**config.mk**
```make
export PLATFORM = sky130hd
export DESIGN_NAME = alu_mc
export DESIGN_NICKNAME = d
export VERILOG_FILES = /design/src/rtl/alu_mc.sv
export SDC_FILE = /design/constraint.sdc
export NUM_CORES = 1
export LEC_CHECK = 0
export CAP_MARGIN = 10
export CORE_MARGIN = 1
export CORE_UTILIZATION = 30
export DETAILED_ROUTE_END_ITERATION = 6
export GPL_TIMING_DRIVEN = 0
export PLACE_DENSITY = 0.45
export SLEW_MARGIN = 40
export SYNTH_ARGS = -nofsm -noshare
export SYNTH_HDL_FRONTEND = slang
export SYNTH_SLANG_ARGS = --single-unit
```
**constraint.sdc**
```tcl
create_clock -name clk -period 2.7 [get_ports clk]
set_input_delay 0.54 -clock clk [delete_from_list [all_inputs] [get_ports clk]]
set_output_delay 0.54 -clock clk [all_outputs]
set_load 0.01 [all_outputs]
```
**src/rtl/alu_mc.sv**
```systemverilog
// -----------------------------------------------------------------------------
// alu_mc : parametrised multi-cycle ALU with persistent flags.
//
// Single-cycle ops (ADD/ADC/SUB/AND/OR/XOR/NOT/MOV/CMP, illegal) complete on the
// edge that samples start. Shifts move one bit per cycle. MUL is a shift-add
// multiplier taking W cycles. Results and flags are written only on completion,
// so partial values never reach the outputs.
//
// Ports:
//   clk      rising-edge clock
//   rst_n    asynchronous active-low reset
//   start    request, sampled only while busy=0
//   op       opcode (OPW bits), latched with start
//   a, b     operands (b also supplies the shift amount), latched with start
//   rslt     result (low half for MUL)
//   rslt_hi  MUL upper half, 0 after any other completion
//   flag_c   carry / no-borrow / last bit shifted out / MUL high half non-zero
//   flag_z   zero flag of the flag-source value
//   flag_p   reduction XOR of the flag-source value
//   flag_n   MSB of the flag-source value
//   busy     multi-cycle op in progress
//   done     one-cycle completion pulse
//   err      illegal opcode, qualified by done
// -----------------------------------------------------------------------------
module alu_mc #(
   parameter int W   = 8,
   parameter int OPW = 4,
   parameter int SHW = $clog2(W) + 1
) (
   input  logic           clk,
   input  logic           rst_n,
   input  logic           start,
   input  logic [OPW-1:0] op,
   input  logic [W-1:0]   a,
   input  logic [W-1:0]   b,
   output logic [W-1:0]   rslt,
   output logic [W-1:0]   rslt_hi,
   output logic           flag_c,
   output logic           flag_z,
   output logic           flag_p,
   output logic           flag_n,
   output logic           busy,
   output logic           done,
   output logic           err
);

   localparam logic [OPW-1:0] OP_ADD = OPW'(0);
   localparam logic [OPW-1:0] OP_ADC = OPW'(1);
   localparam logic [OPW-1:0] OP_SUB = OPW'(2);
   localparam logic [OPW-1:0] OP_AND = OPW'(3);
   localparam logic [OPW-1:0] OP_OR  = OPW'(4);
   localparam logic [OPW-1:0] OP_XOR = OPW'(5);
   localparam logic [OPW-1:0] OP_NOT = OPW'(6);
   localparam logic [OPW-1:0] OP_MOV = OPW'(7);
   localparam logic [OPW-1:0] OP_CMP = OPW'(8);
   localparam logic [OPW-1:0] OP_SHL = OPW'(9);
   localparam logic [OPW-1:0] OP_SHR = OPW'(10);
   localparam logic [OPW-1:0] OP_MUL = OPW'(11);

   localparam logic [SHW-1:0] K_MAX = SHW'(W);
   localparam logic [SHW-1:0] K_ONE = SHW'(1);

   typedef enum logic [1:0] {
      S_IDLE  = 2'd0,
      S_SHIFT = 2'd1,
      S_MUL   = 2'd2
   } state_t;

   // {zero, parity, negative} of the value a completion writes
   function automatic logic [2:0] f_zpn(input logic [W-1:0] v);
      return {(v == '0), ^v, v[W-1]};
   endfunction

   state_t         r_state;
   logic [SHW-1:0] r_cnt;
   logic           r_dir;
   logic [W-1:0]   r_acc;
   logic [W-1:0]   r_phi;
   logic [W-1:0]   r_mcand;
   logic [W-1:0]   r_rslt;
   logic [W-1:0]   r_rslt_hi;
   logic           r_flag_c;
   logic           r_flag_z;
   logic           r_flag_p;
   logic           r_flag_n;
   logic           r_busy;
   logic           r_done;
   logic           r_err;

   logic [SHW-1:0] w_k;
   logic [SHW-1:0] w_steps;
   logic [W:0]     w_sum;
   logic [W:0]     w_adc;
   logic [W:0]     w_diff;
   logic [W-1:0]   w_shl1;
   logic [W-1:0]   w_shr1;
   logic [W:0]     w_m0;
   logic           w_fin;
   logic           w_ill;
   logic           w_wr;
   logic           w_go_sh;
   logic [W-1:0]   w_res;
   logic [W-1:0]   w_src;
   logic           w_c;
   logic [W-1:0]   w_sh_nxt;
   logic           w_sh_out;
   logic [W:0]     w_madd;
   logic [W-1:0]   w_mhi;
   logic [W-1:0]   w_mlo;

   // Decode of the request presented in IDLE
   always_comb begin
      w_k     = b[SHW-1:0];
      w_steps = (w_k > K_MAX) ? K_MAX : w_k;
      w_sum   = {1'b0, a} + {1'b0, b};
      w_adc   = w_sum + {{W{1'b0}}, r_flag_c};
      // bit W of the difference is the borrow, so C = ~borrow = (a >= b)
      w_diff  = {1'b0, a} - {1'b0, b};
      w_shl1  = {a[W-2:0], 1'b0};
      w_shr1  = {1'b0, a[W-1:1]};
      // first partial product, taken on the accepting edge
      w_m0    = b[0] ? {1'b0, a} : '0;
      w_fin   = 1'b1;
      w_ill   = 1'b0;
      w_wr    = 1'b1;
      w_go_sh = 1'b0;
      w_res   = '0;
      w_c     = 1'b0;
      case (op)
         OP_ADD: begin w_res = w_sum[W-1:0];  w_c = w_sum[W];   end
         OP_ADC: begin w_res = w_adc[W-1:0];  w_c = w_adc[W];   end
         OP_SUB: begin w_res = w_diff[W-1:0]; w_c = ~w_diff[W]; end
         OP_AND: w_res = a & b;
         OP_OR:  w_res = a | b;
         OP_XOR: w_res = a ^ b;
         OP_NOT: w_res = ~a;
         OP_MOV: w_res = a;
         OP_CMP: begin w_wr = 1'b0; w_c = ~w_diff[W]; end
         OP_SHL, OP_SHR: begin
            if (w_steps == '0) begin
               w_res = a;
            end else if (w_steps == K_ONE) begin
               w_res = (op == OP_SHR) ? w_shr1 : w_shl1;
               w_c   = (op == OP_SHR) ? a[0] : a[W-1];
            end else begin
               w_fin   = 1'b0;
               w_go_sh = 1'b1;
            end
         end
         OP_MUL: w_fin = 1'b0;
         default: begin w_ill = 1'b1; w_wr = 1'b0; end
      endcase
      w_src = w_wr ? w_res : w_diff[W-1:0];
   end

   // One iteration of the shifter and of the shift-add multiplier
   always_comb begin
      w_sh_nxt = r_dir ? {1'b0, r_acc[W-1:1]} : {r_acc[W-2:0], 1'b0};
      w_sh_out = r_dir ? r_acc[0] : r_acc[W-1];
      w_madd   = {1'b0, r_phi} + (r_acc[0] ? {1'b0, r_mcand} : '0);
      w_mhi    = w_madd[W:1];
      w_mlo    = {w_madd[0], r_acc[W-1:1]};
   end

   always_ff @(posedge clk or negedge rst_n) begin
      if (!rst_n) begin
         r_state   <= S_IDLE;
         r_cnt     <= '0;
         r_dir     <= 1'b0;
         r_acc     <= '0;
         r_phi     <= '0;
         r_mcand   <= '0;
         r_rslt    <= '0;
         r_rslt_hi <= '0;
         r_flag_c  <= 1'b0;
         r_flag_z  <= 1'b0;
         r_flag_p  <= 1'b0;
         r_flag_n  <= 1'b0;
         r_busy    <= 1'b0;
         r_done    <= 1'b0;
         r_err     <= 1'b0;
      end else begin
         r_done <= 1'b0;
         r_err  <= 1'b0;
         case (r_state)
            S_IDLE: begin
               if (start) begin
                  if (w_fin) begin
                     r_done <= 1'b1;
                     r_err  <= w_ill;
                     // illegal opcodes leave results and flags untouched
                     if (!w_ill) begin
                        if (w_wr) r_rslt <= w_res;
                        r_rslt_hi <= '0;
                        r_flag_c  <= w_c;
                        {r_flag_z, r_flag_p, r_flag_n} <= f_zpn(w_src);
                     end
                  end else if (w_go_sh) begin
                     // first bit moves on the accepting edge
                     r_state <= S_SHIFT;
                     r_busy  <= 1'b1;
                     r_dir   <= (op == OP_SHR);
                     r_acc   <= (op == OP_SHR) ? w_shr1 : w_shl1;
                     r_cnt   <= w_steps - K_ONE;
                  end else begin
                     // r_phi:r_acc is the running {hi,lo}; r_acc starts as b
                     r_state <= S_MUL;
                     r_busy  <= 1'b1;
                     r_mcand <= a;
                     r_phi   <= w_m0[W:1];
                     r_acc   <= {w_m0[0], b[W-1:1]};
                     r_cnt   <= SHW'(W - 1);
                  end
               end
            end
            S_SHIFT: begin
               if (r_cnt == K_ONE) begin
                  r_state   <= S_IDLE;
                  r_busy    <= 1'b0;
                  r_done    <= 1'b1;
                  r_rslt    <= w_sh_nxt;
                  r_rslt_hi <= '0;
                  r_flag_c  <= w_sh_out;
                  {r_flag_z, r_flag_p, r_flag_n} <= f_zpn(w_sh_nxt);
               end else begin
                  r_acc <= w_sh_nxt;
                  r_cnt <= r_cnt - K_ONE;
               end
            end
            S_MUL: begin
               if (r_cnt == K_ONE) begin
                  r_state   <= S_IDLE;
                  r_busy    <= 1'b0;
                  r_done    <= 1'b1;
                  r_rslt    <= w_mlo;
                  r_rslt_hi <= w_mhi;
                  r_flag_c  <= (w_mhi != '0);
                  {r_flag_z, r_flag_p, r_flag_n} <= f_zpn(w_mlo);
               end else begin
                  r_phi <= w_mhi;
                  r_acc <= w_mlo;
                  r_cnt <= r_cnt - K_ONE;
               end
            end
            default: begin
               r_state <= S_IDLE;
               r_busy  <= 1'b0;
            end
         endcase
      end
   end

   assign rslt    = r_rslt;
   assign rslt_hi = r_rslt_hi;
   assign flag_c  = r_flag_c;
   assign flag_z  = r_flag_z;
   assign flag_p  = r_flag_p;
   assign flag_n  = r_flag_n;
   assign busy    = r_busy;
   assign done    = r_done;
   assign err     = r_err;

endmodule

```
After elaboration in Yosys (flattened, before gate mapping)
Index checks and enable logic that the tools add are counted.
{"block": "word_totals", "register_bits": 54, "word_cells": 173}
{"block": "op_classes", "n_addsub": 6, "order_cmp": 1, "n_eq_ne": 27, "muxes": 91, "bitwise_logic": 7, "n_reduce_logical": 26}
{"operator": "8-bit two-way mux", "n": 27}
{"operator": "8-bit case mux with 3 select lines", "n": 3}
{"operator": "8-bit case mux with 9 select lines", "n": 1}
{"operator": "1-bit two-way mux", "n": 40}
{"operator": "8-bit zero test", "n": 3}
{"operator": "8-bit parity", "n": 3}
{"operator": "2-bit inequality test (second input constant)", "n": 11}
{"operator": "4-bit two-way mux", "n": 5}
{"operator": "8-bit by 8-bit adder with 9-bit output", "n": 2}
{"operator": "4-bit by 3-bit equality test with 1-bit output (second input constant)", "n": 4}
{"operator": "4-bit equality test (second input constant)", "n": 4}
{"operator": "8-bit case mux with 2 select lines", "n": 1}
{"operator": "4-bit by 1-bit equality test with 1-bit output (second input constant)", "n": 3}
{"operator": "1-bit case mux with 3 select lines", "n": 4}
{"operator": "4-bit AND reduction", "n": 3}
{"operator": "12-bit OR reduction", "n": 1}
{"operator": "11-bit OR reduction", "n": 1}
{"operator": "5-bit AND reduction", "n": 2}
{"operator": "9-bit by 1-bit adder with 9-bit output", "n": 1}
{"operator": "8-bit by 8-bit subtractor with 9-bit output", "n": 1}
{"operator": "8-bit bitwise AND", "n": 1}
{"operator": "4-bit by 2-bit equality test with 1-bit output (second input constant)", "n": 2}
{"operator": "4-bit zero test", "n": 2}
{"operator": "2-bit two-way mux", "n": 4}
{"operator": "other kinds (21)", "n": 29}

Logic depth before layout (Yosys ltp)
Gate-level depths: netlist of the first run.
{"block": "logic_depth", "word_depth": 12, "depth_mapped": 17}

Worst setup path after synthesis of the first run
Ideal clock, no wire load.
{"block": "synth_path", "path_type": "in2reg", "startpoint": "input port a[1]", "endpoint": "register r_flag_p (netlist: flag_p)", "setup_ns": 0.095, "t_arrival_ns": 3.417, "t_required_ns": 2.605, "path_slack_ns": -0.813, "path_stages": 16, "path_buffers": 1, "path_cell_list": "clkbuf_1 > inv_1 > fa_1 > inv_1 > ha_1 > nor3b_1 > mux2i_1 > nor2_1 > xnor2_1 > and2_1 > o31ai_1 > ha_1 > xor2_1 > xnor2_1 > nor2_1 > o31ai_1"}
{"block": "synth_between", "elab_chain_len": 10}
{"item": "start: declaration", "line_no": "34", "text": "input logic [W-1:0] a,"}
{"item": "branches (longest 4 deep; another with 8-bit by 8-bit adder with 9-bit output)"}
{"item": "8-bit two-way mux *", "line_no": "153", "text": "w_src = w_wr ? w_res : w_diff[W-1:0];"}
{"item": "8-bit parity *", "line_no": "71", "text": "return {(v == '0), ^v, v[W-1]};"}
{"item": "1-bit two-way mux *", "line_no": "192", "text": "if (!w_ill) begin"}
{"item": "1-bit two-way mux *", "line_no": "188", "text": "if (w_fin) begin"}
{"item": "1-bit two-way mux *", "line_no": "187", "text": "if (start) begin"}
{"item": "1-bit case mux with 3 select lines *", "line_no": "185", "text": "case (r_state)"}
{"item": "end signal: assignment", "line_no": "196", "text": "{r_flag_z, r_flag_p, r_flag_n} <= f_zpn(w_src);"}
{"item": "end signal: assignment", "line_no": "224", "text": "{r_flag_z, r_flag_p, r_flag_n} <= f_zpn(w_sh_nxt);"}
{"item": "end signal: assignment", "line_no": "238", "text": "{r_flag_z, r_flag_p, r_flag_n} <= f_zpn(w_mlo);"}
{"item": "end: declaration", "line_no": "84", "text": "logic r_flag_p;"}
Mark *: on every way between the ends. The select of a mux whose other input is x is not followed.
A chain may end at the register's enable or synchronous reset.

Final worst setup path of the first run
{"block": "layout_path", "startpoint": "input port b[0]", "endpoint": "register r_flag_p (netlist: flag_p)"}
{"block": "layout_between", "elab_chain_len": 12}
{"item": "start: declaration", "line_no": "35", "text": "input logic [W-1:0] b,"}
{"item": "branches (longest 12 deep; another with 8-bit by 8-bit adder with 9-bit output)"}
Parallel ways; which one is timed is not known. The select of a mux whose other input is x is not followed.

==> results.tsv, run 1 <==
stage	metric	value	unit
cts	CTS tree	built	
worst_setup_path	slowest CP cell	fa_2	
route	per-cell routed wire length	19.8	um
route	DRC	6	
layout	layout cells sized above 1	0.235	
worst_setup_path	WP data required	2.92	ns
cts	total CTS buffers	5	
power_and_ir_drop	worst-case vdd ir drop	0.474	mV
worst_setup_path	critical setup path kind	input port to register	
cts	Clk Latency, worst-skew pair	0.30	ns
place	IO buf count	44	
synthesis	Post-synth EDFFs	0	
synthesis	count of different cell masters after synthesis	70	
worst_setup_path	Buf/Inv on CP	3	
synthesis	Synthesized Nets	779	
synthesis	fraction of the yosys area taken by sequential cells	0.243	
layout	Antenna diodes	0	
synthesis	synth warn	0	
flow_run	Max-cap violations	0	
worst_setup_path	CP Launch Type	input port	
synthesis	Area contributors post-synth	dfrtp_1 (24%), ha_1 (12%), nand2_1 (4.9%)	
layout	fin util	0.400	
sta	RSZ-0062 raised after global routing	yes	
worst_setup_path	Top delay family on crit path	compound AO/OA/AOI/OAI gates	
cts	clock root buffer	clkbuf_16	
worst_setup_path	CP arrival	3.48	ns
place	Setup WS pre-CTS	-1.98	ns
floorplanning	Core Region	18100	um^2
sta	Slew HR	0.437	
synthesis	area leader, netlist	dfrtp_1	
power_and_ir_drop	LEAKAGE	3.10	nW
cts	clk sinks	54	
global_routing	largest net degree at the start of global routing	33	
global_routing	global-route wire length before repair	31.5	mm
synthesis	Mean Syn Cell Area	7.96	um^2
synthesis	asr flop ratio synth	1.00	
sta	worst-margin pin slew	0.836	ns
place	gpl congestion	0.897	
route	drt pass-1 iters	7	
worst_setup_path	CP cell instances	buf_8 > ha_4 > inv_2 > fa_2 > and2b_1 > o211ai_1 > buf_4 > a21oi_4 > o221ai_4 > a21bo_4 > a31oi_4 > a21boi_2 > ha_2 > xnor2_2 > xnor2_1 > nor2_1 > o31ai_1	
sta	Final WS setup	-0.563	ns
cts	CTS clk-pin slew, worst paths	0.08	ns
place	dpl hpwl	15.3	mm
cts	Clock Path Buffers	2	
floorplanning	row count	49	
floorplanning	Die Wd	138	um
synthesis	Main synth FF type	dfrtp_1	
floorplanning	die area	19100	um^2
sta	clk_skew	0.00943	ns
route	Final Routed Wirelength	20.1	mm
worst_setup_path	slowest stage delay, CP	0.36	ns
worst_setup_path	r2r worst-path depth	14	
synthesis	Post-Synthesis Cells	698	
min_path	Worst Hold Class	input port to asynchronous set/reset pin	
layout	NumNets Final	864	
global_routing	total track usage	0.212	
global_routing	initial antenna violation count	0	
sta	Final min period	3.26	ns
run_status	failing checks	design-rule violations, negative setup slack	
synthesis	Post-Syn Area	5560	um^2
run_status	outcome	finished, violations left	
layout	synth-to-layout area growth	30.1	%
sta	final setup TNS	-0.963	ns
power_and_ir_drop	PD cells	885	nW/um^2
floorplanning	Vert. Die Dim	138	um
place	post-placement cell area	6360	um^2
synthesis	top cell type's share of synthesized area	0.243	
worst_setup_path	Crit. path cell count	17	
cts	CTS H-Tree Depth	2	
synthesis	#FFs+latches synth	54	
route	Via density	5.43	
route	DRT iter0 DRCs	494	
sta	count of pins over their slew limit	0	
global_routing	total grt overflow	0	
layout	design area	7230	um^2
worst_setup_path	CP max FO	5	
power_and_ir_drop	Tot Pwr	6.40	mW
route	Vias	5497	
sta	final cycle utilization of the critical path	1.21	
sta	Fmax	306	MHz
route	Antenna Violating Nets Remaining	0	
floorplanning	Initial Util	0.307	
global_routing	vias in the first global route	5622	
sta	Finish-stage setup viols	3	
worst_setup_path	Setup crit end kind	register	
floorplanning	# IOs	46	
sta	Final Hold Fails	0	
-- power breakdown --
part / internal (mW) / switching [mW] / total [mW]
logic: 1.83 / 2.41 / 4.24
clock network: 0.444 / 0.328 / 0.772
registers: 1.14 / 0.238 / 1.38
-- registers in the layout (all words and copies together), names as in the netlist --
name,count
flag_p,1
rslt,8
r_dir,1
r_phi,8
r_cnt,4
flag_n,1
r_mcand,8
flag_c,1
rslt_hi,8
r_state,2
busy,1
flag_z,1
r_acc,8
done,1
err,1
-- synthesized netlist by cell type, drive strengths merged (4+ instances only) --
cell	number
and3	4
o31ai	4
nand2b	10
o22ai	10
buf	23
nor2b	5
nor3	19
a211oi	7
ha	55
nand3b	4
nand3	13
nor2	54
a21o	7
inv	50
or2	4
o21bai	4
a221oi	5
a22oi	13
a21boi	4
or3	4
nand4	4
o21ai	51
clkbuf	18
o21a	5
xor2	13
dfrtp	54
mux2	14
nand2	73
a311oi	4
and2	14
xnor2	27
a21oi	49
mux2i	20
o211ai	8
a31oi	6
-- layout by cell type (no fill, tap or decap), types with 8 or more instances in the layout --
cell	netlist	final
nand3_1	13	12
o22ai_1	9	9
nand2b_1	10	10
inv_1	50	40
a22oi_1	13	12
xnor2_1	27	25
ha_4	0	8
mux2i_1	20	19
buf_2	16	9
mux2_2	14	14
nand2_1	73	73
clkdlybuf4s50_1	0	24
a21oi_1	49	43
and2_1	14	12
o21ai_0	51	46
buf_4	6	47
nor3_1	18	15
dfrtp_1	54	53
ha_1	55	45
nor2_1	53	49
xor2_1	13	11
clkbuf_1	17	10
-- per-layer routing --
| layer | global-route usage | routed length [um] | up-vias |
|---|---|---|---|
| met5 | 0 | 0 | - |
| met4 | 0.0509 | 350 | 0 |
| met3 | 0.0274 | 754 | 27 |
| met2 | 0.361 | 9640 | 147 |
| met1 | 0.283 | 9320 | 2690 |
| li1 | - | - | 2633 |
-- through the flow --
| step | cells | hold slack, ns |
|---|---|---|
| 2_1_floorplan | 698 | 0.244 |
| 3_3_place_gp | 971 | 0.469 |
| 3_5_place_dp | 972 | 0.466 |
| 4_1_cts | 999 | 0.140 |
| 5_1_grt | 1013 | 0.153 |
| 6_report | 1013 | 0.128 |
-- worst register-to-register path: stages (launching register included) --
cell	delay [ns]
dfrtp_1	0.47
ha_2	0.27
ha_4	0.17
nor3b_4	0.15
mux2i_2	0.16
buf_4	0.19
nor2_4	0.05
xnor2_2	0.14
and2_1	0.18
o31ai_2	0.19
ha_1	0.27
xor2_1	0.15
xnor2_1	0.16
nor2_1	0.09
o31ai_1	0.20
-- repair_timing --
action | CTS | global route
endpoints found under the hold margin | 0 | 0
buffers inserted | 21 | 16
gates resized for setup | 142 | 47
hold buffers | 0 | 0
setup endpoints to repair | 43 | 32
pin swaps | 28 | 15
gates cloned | 0 | 0
-- worst paths after layout --
kind | slack [ns] | to | from
worst max-delay path | -0.56 | flag_p | b[0]
worst max register to register | -0.23 | flag_p | flag_c
max in group asynchronous | 2.07 | r_acc[0] | rst_n
worst min-delay path | 0.13 | r_phi[5] | rst_n
min in group clk | 0.48 | rslt_hi[2] | rslt_hi[2]
worst min register to register | 0.48 | rslt_hi[2] | rslt_hi[2]
-- area by class of cell --
| cell class | instances | area, um^2 |
|---|---|---|
| fillers | 1831 | 10900 |
| multi-input cells | 552 | 4220 |
| flip-flops and latches | 54 | 1350 |
| repair buffers | 82 | 734 |
| well taps | 229 | 287 |
| plain buffers | 37 | 258 |
| inverters | 51 | 208 |
| clock buffers | 5 | 125 |
| clock inverters | 3 | 47.5 |
-- logic make-up (layout without fill, tap and decap cells) --
group                    Yosys count  in the layout  share of synthesized area
AND/OR/NAND/NOR                  219            219                      0.189
AO/OA/AOI/OAI                    201            201                      0.235
buffers and inverters             92            178                     0.0700
adder cells (fa/ha/maj)           58             58                      0.135
flip-flops                        54             54                      0.243
XOR/XNOR                          40             40                     0.0630
multiplexers                      34             34                     0.0644
Power figures use the tool's default switching activity.
==> inputs of run 2 (changes only) <==
--- a/config.mk
+++ b/config.mk
@@ -7,10 +7,10 @@
 export LEC_CHECK = 0
 export CAP_MARGIN = 10
 export CORE_MARGIN = 1
-export CORE_UTILIZATION = 30
+export CORE_UTILIZATION = 50
 export DETAILED_ROUTE_END_ITERATION = 6
 export GPL_TIMING_DRIVEN = 0
-export PLACE_DENSITY = 0.45
+export PLACE_DENSITY = 0.7
 export SLEW_MARGIN = 40
 export SYNTH_ARGS = -nofsm -noshare
 export SYNTH_HDL_FRONTEND = slang
==> results.tsv, run 2 (synthesized netlist as in run 1, its figures left out) <==
stage	metric	value	unit
run_status	outcome	finished, violations left	
run_status	failing checks	design-rule violations, negative setup slack	
cts	hold buffers post-CTS	0	
floorplanning	Die Wd	107	um
global_routing	global-route wire length before repair	28.5	mm
layout	fin util	0.633	
sta	Fmax	303	MHz
global_routing	initial antenna violation count	0	
sta	Slew HR	0.425	
worst_setup_path	Setup crit end kind	register	
route	Via density	6.12	
cts	CTS H-Tree Depth	2	
floorplanning	# IOs	46	
route	DRC	2	
global_routing	total grt overflow	0	
global_routing	vias in the first global route	5431	
cts	Clk Latency, worst-skew pair	0.32	ns
layout	NumNets Final	856	
sta	Final Hold Fails	0	
worst_setup_path	r2r worst-path depth	10	
worst_setup_path	CP Launch Type	input port	
floorplanning	Vert. Die Dim	107	um
power_and_ir_drop	P_sw	2.78	mW
sta	Finish-stage setup viols	5	
worst_setup_path	WP data required	2.92	ns
layout	synth-to-layout area growth	23.5	%
power_and_ir_drop	Comb power frac	0.683	
power_and_ir_drop	Clk pwr share	0.080	
power_and_ir_drop	P_int	3.02	mW
power_and_ir_drop	Seq pwr share	0.237	
sta	Final WS setup	-0.602	ns
worst_setup_path	CP max FO	4	
worst_setup_path	flop-to-flop setup slack	-0.27	ns
flow_run	Max-cap violations	0	
worst_setup_path	CP arrival	3.53	ns
sta	RSZ-0062 raised after global routing	yes	
sta	final cycle utilization of the critical path	1.22	
cts	clock root buffer	clkbuf_8	
place	Setup WS pre-CTS	-1.93	ns
layout	most frequent cells in the layout	nand2_1 (73), dfrtp_1 (54), nor2_1 (52)	
worst_setup_path	FF-to-FF End	flag_c	
power_and_ir_drop	PD cells	845	nW/um^2
worst_setup_path	critical setup path kind	input port to register	
power_and_ir_drop	LEAKAGE	3.00	nW
floorplanning	Initial Util	0.513	
place	IO buf count	44	
global_routing	largest net degree at the start of global routing	45	
cts	clk sinks	54	
layout	most common cell after layout, fill and taps aside	nand2_1	
route	Antenna Violating Nets Remaining	0	
sta	worst-margin pin slew	0.856	ns
floorplanning	Core Region	10800	um^2
route	per-cell routed wire length	19.9	um
route	drt pass-1 iters	7	
sta	clk_skew	0.00927	ns
place	post-placement cell area	6250	um^2
power_and_ir_drop	worst-case vdd ir drop	0.617	mV
worst_setup_path	Worst setup endpoint	flag_p	
sta	Final min period	3.30	ns
worst_setup_path	Setup crit start	b[0]	
layout	Antenna diodes	0	
min_path	Worst Hold Class	input port to asynchronous set/reset pin	
layout	layout cells sized above 1	0.202	
place	dpl hpwl	14.2	mm
sta	count of pins over their slew limit	0	
cts	total CTS buffers	5	
layout	# fillers	959	
worst_setup_path	Reg2Reg Launch Point	r_acc[0]	
floorplanning	row count	38	
global_routing	total track usage	0.324	
floorplanning	die area	11500	um^2
cts	Clock Path Buffers	2	
power_and_ir_drop	Tot Pwr	5.80	mW
route	Vias	5596	
route	DRT iter0 DRCs	413	
cts	CTS clk-pin slew, worst paths	0.09	ns
power_and_ir_drop	switch share	0.479	
sta	final setup TNS	-1.30	ns
layout	design area	6860	um^2
place	gpl congestion	0.945	
cts	CTS tree	built	
route	Final Routed Wirelength	18.2	mm
## run 2: changes by cell type in the layout (fill, tap and decap cells not counted), sizes merged
cell / delta
clkdlybuf4s15: +1
inv: -1
clkbuf: +1
dlymetal6s2s: -1
bufinv: -1
clkinv: -1
buf: -8
## run 2: through the flow
stage | hold slack [ns] | instances
4_1_cts | 0.0447 | 907
2_1_floorplan | 0.244 | 698
6_report | 0.0455 | 914
5_1_grt | 0.0461 | 914
3_5_place_dp | 0.390 | 883
3_3_place_gp | 0.461 | 882
## run 2: how the worst min path moves through the flow
| stage | startpoint | end | slack [ns] | cells past startpoint |
|---|---|---|---|---|
| 2_1_floorplan | rst_n | busy | 0.24 | 0 |
| 3_3_place_gp | rslt_hi[6] | rslt_hi[6] | 0.46 | 2 |
| 3_5_place_dp | rst_n | r_phi[4] | 0.39 | 1 |
| 4_1_cts | rst_n | r_phi[4] | 0.04 | 1 |
| 5_1_grt | rst_n | r_phi[4] | 0.05 | 1 |
| 6_report | rst_n | r_phi[4] | 0.05 | 1 |
## run 2: critical path, stage by stage
cell      delay [ns]
buf_8           0.11
ha_4            0.16
inv_2           0.06
fa_2            0.44
inv_2           0.10
ha_4            0.13
nor3b_2         0.16
mux2i_1         0.09
buf_4           0.14
buf_4           0.13
nor3_2          0.12
xor2_1          0.19
o221ai_2        0.14
a21oi_2         0.19
ha_4            0.23
xnor2_2         0.13
xnor2_1         0.15
nor2_1          0.09
o31ai_1         0.23
## run 2: cell type report
cell class,count,area (um^2),area share
Buffer,39,251,0.0366
Inverter,51,208,0.0303
Multi-Input combinational cell,552,4110,0.599
Timing Repair Buffer,72,686,0.0999
Clock buffer,6,82.6,0.0120
Sequential cell,54,1350,0.197
Tap cell,140,175,0.0255
## run 2: timing repair
action	in CTS	in global routing
setup endpoints to repair	35	15
pin swaps	22	17
buffers inserted	20	7
gates cloned	0	0
gates resized for setup	126	32
endpoints found under the hold margin	0	0
## run 2: power groups by stage
stage / sequential, mW / clock [mW] / combinational, mW
floorplan: 1.38 / 0 / 2.57
global placement: 1.35 / 0 / 3.64
detailed placement: 1.37 / 0 / 3.76
CTS: 1.37 / 0.469 / 3.85
global route: 1.41 / 0.500 / 4.35
finish: 1.37 / 0.464 / 3.96
## run 2: routing by layer
metal | vias to the layer above | wire length [um] | GRT usage
li1 | 2614 | - | -
met1 | 2742 | 7750 | 0.420
met2 | 200 | 8790 | 0.543
met3 | 40 | 1100 | 0.0442
met4 | 0 | 520 | 0.128
met5 | - | 0 | 0
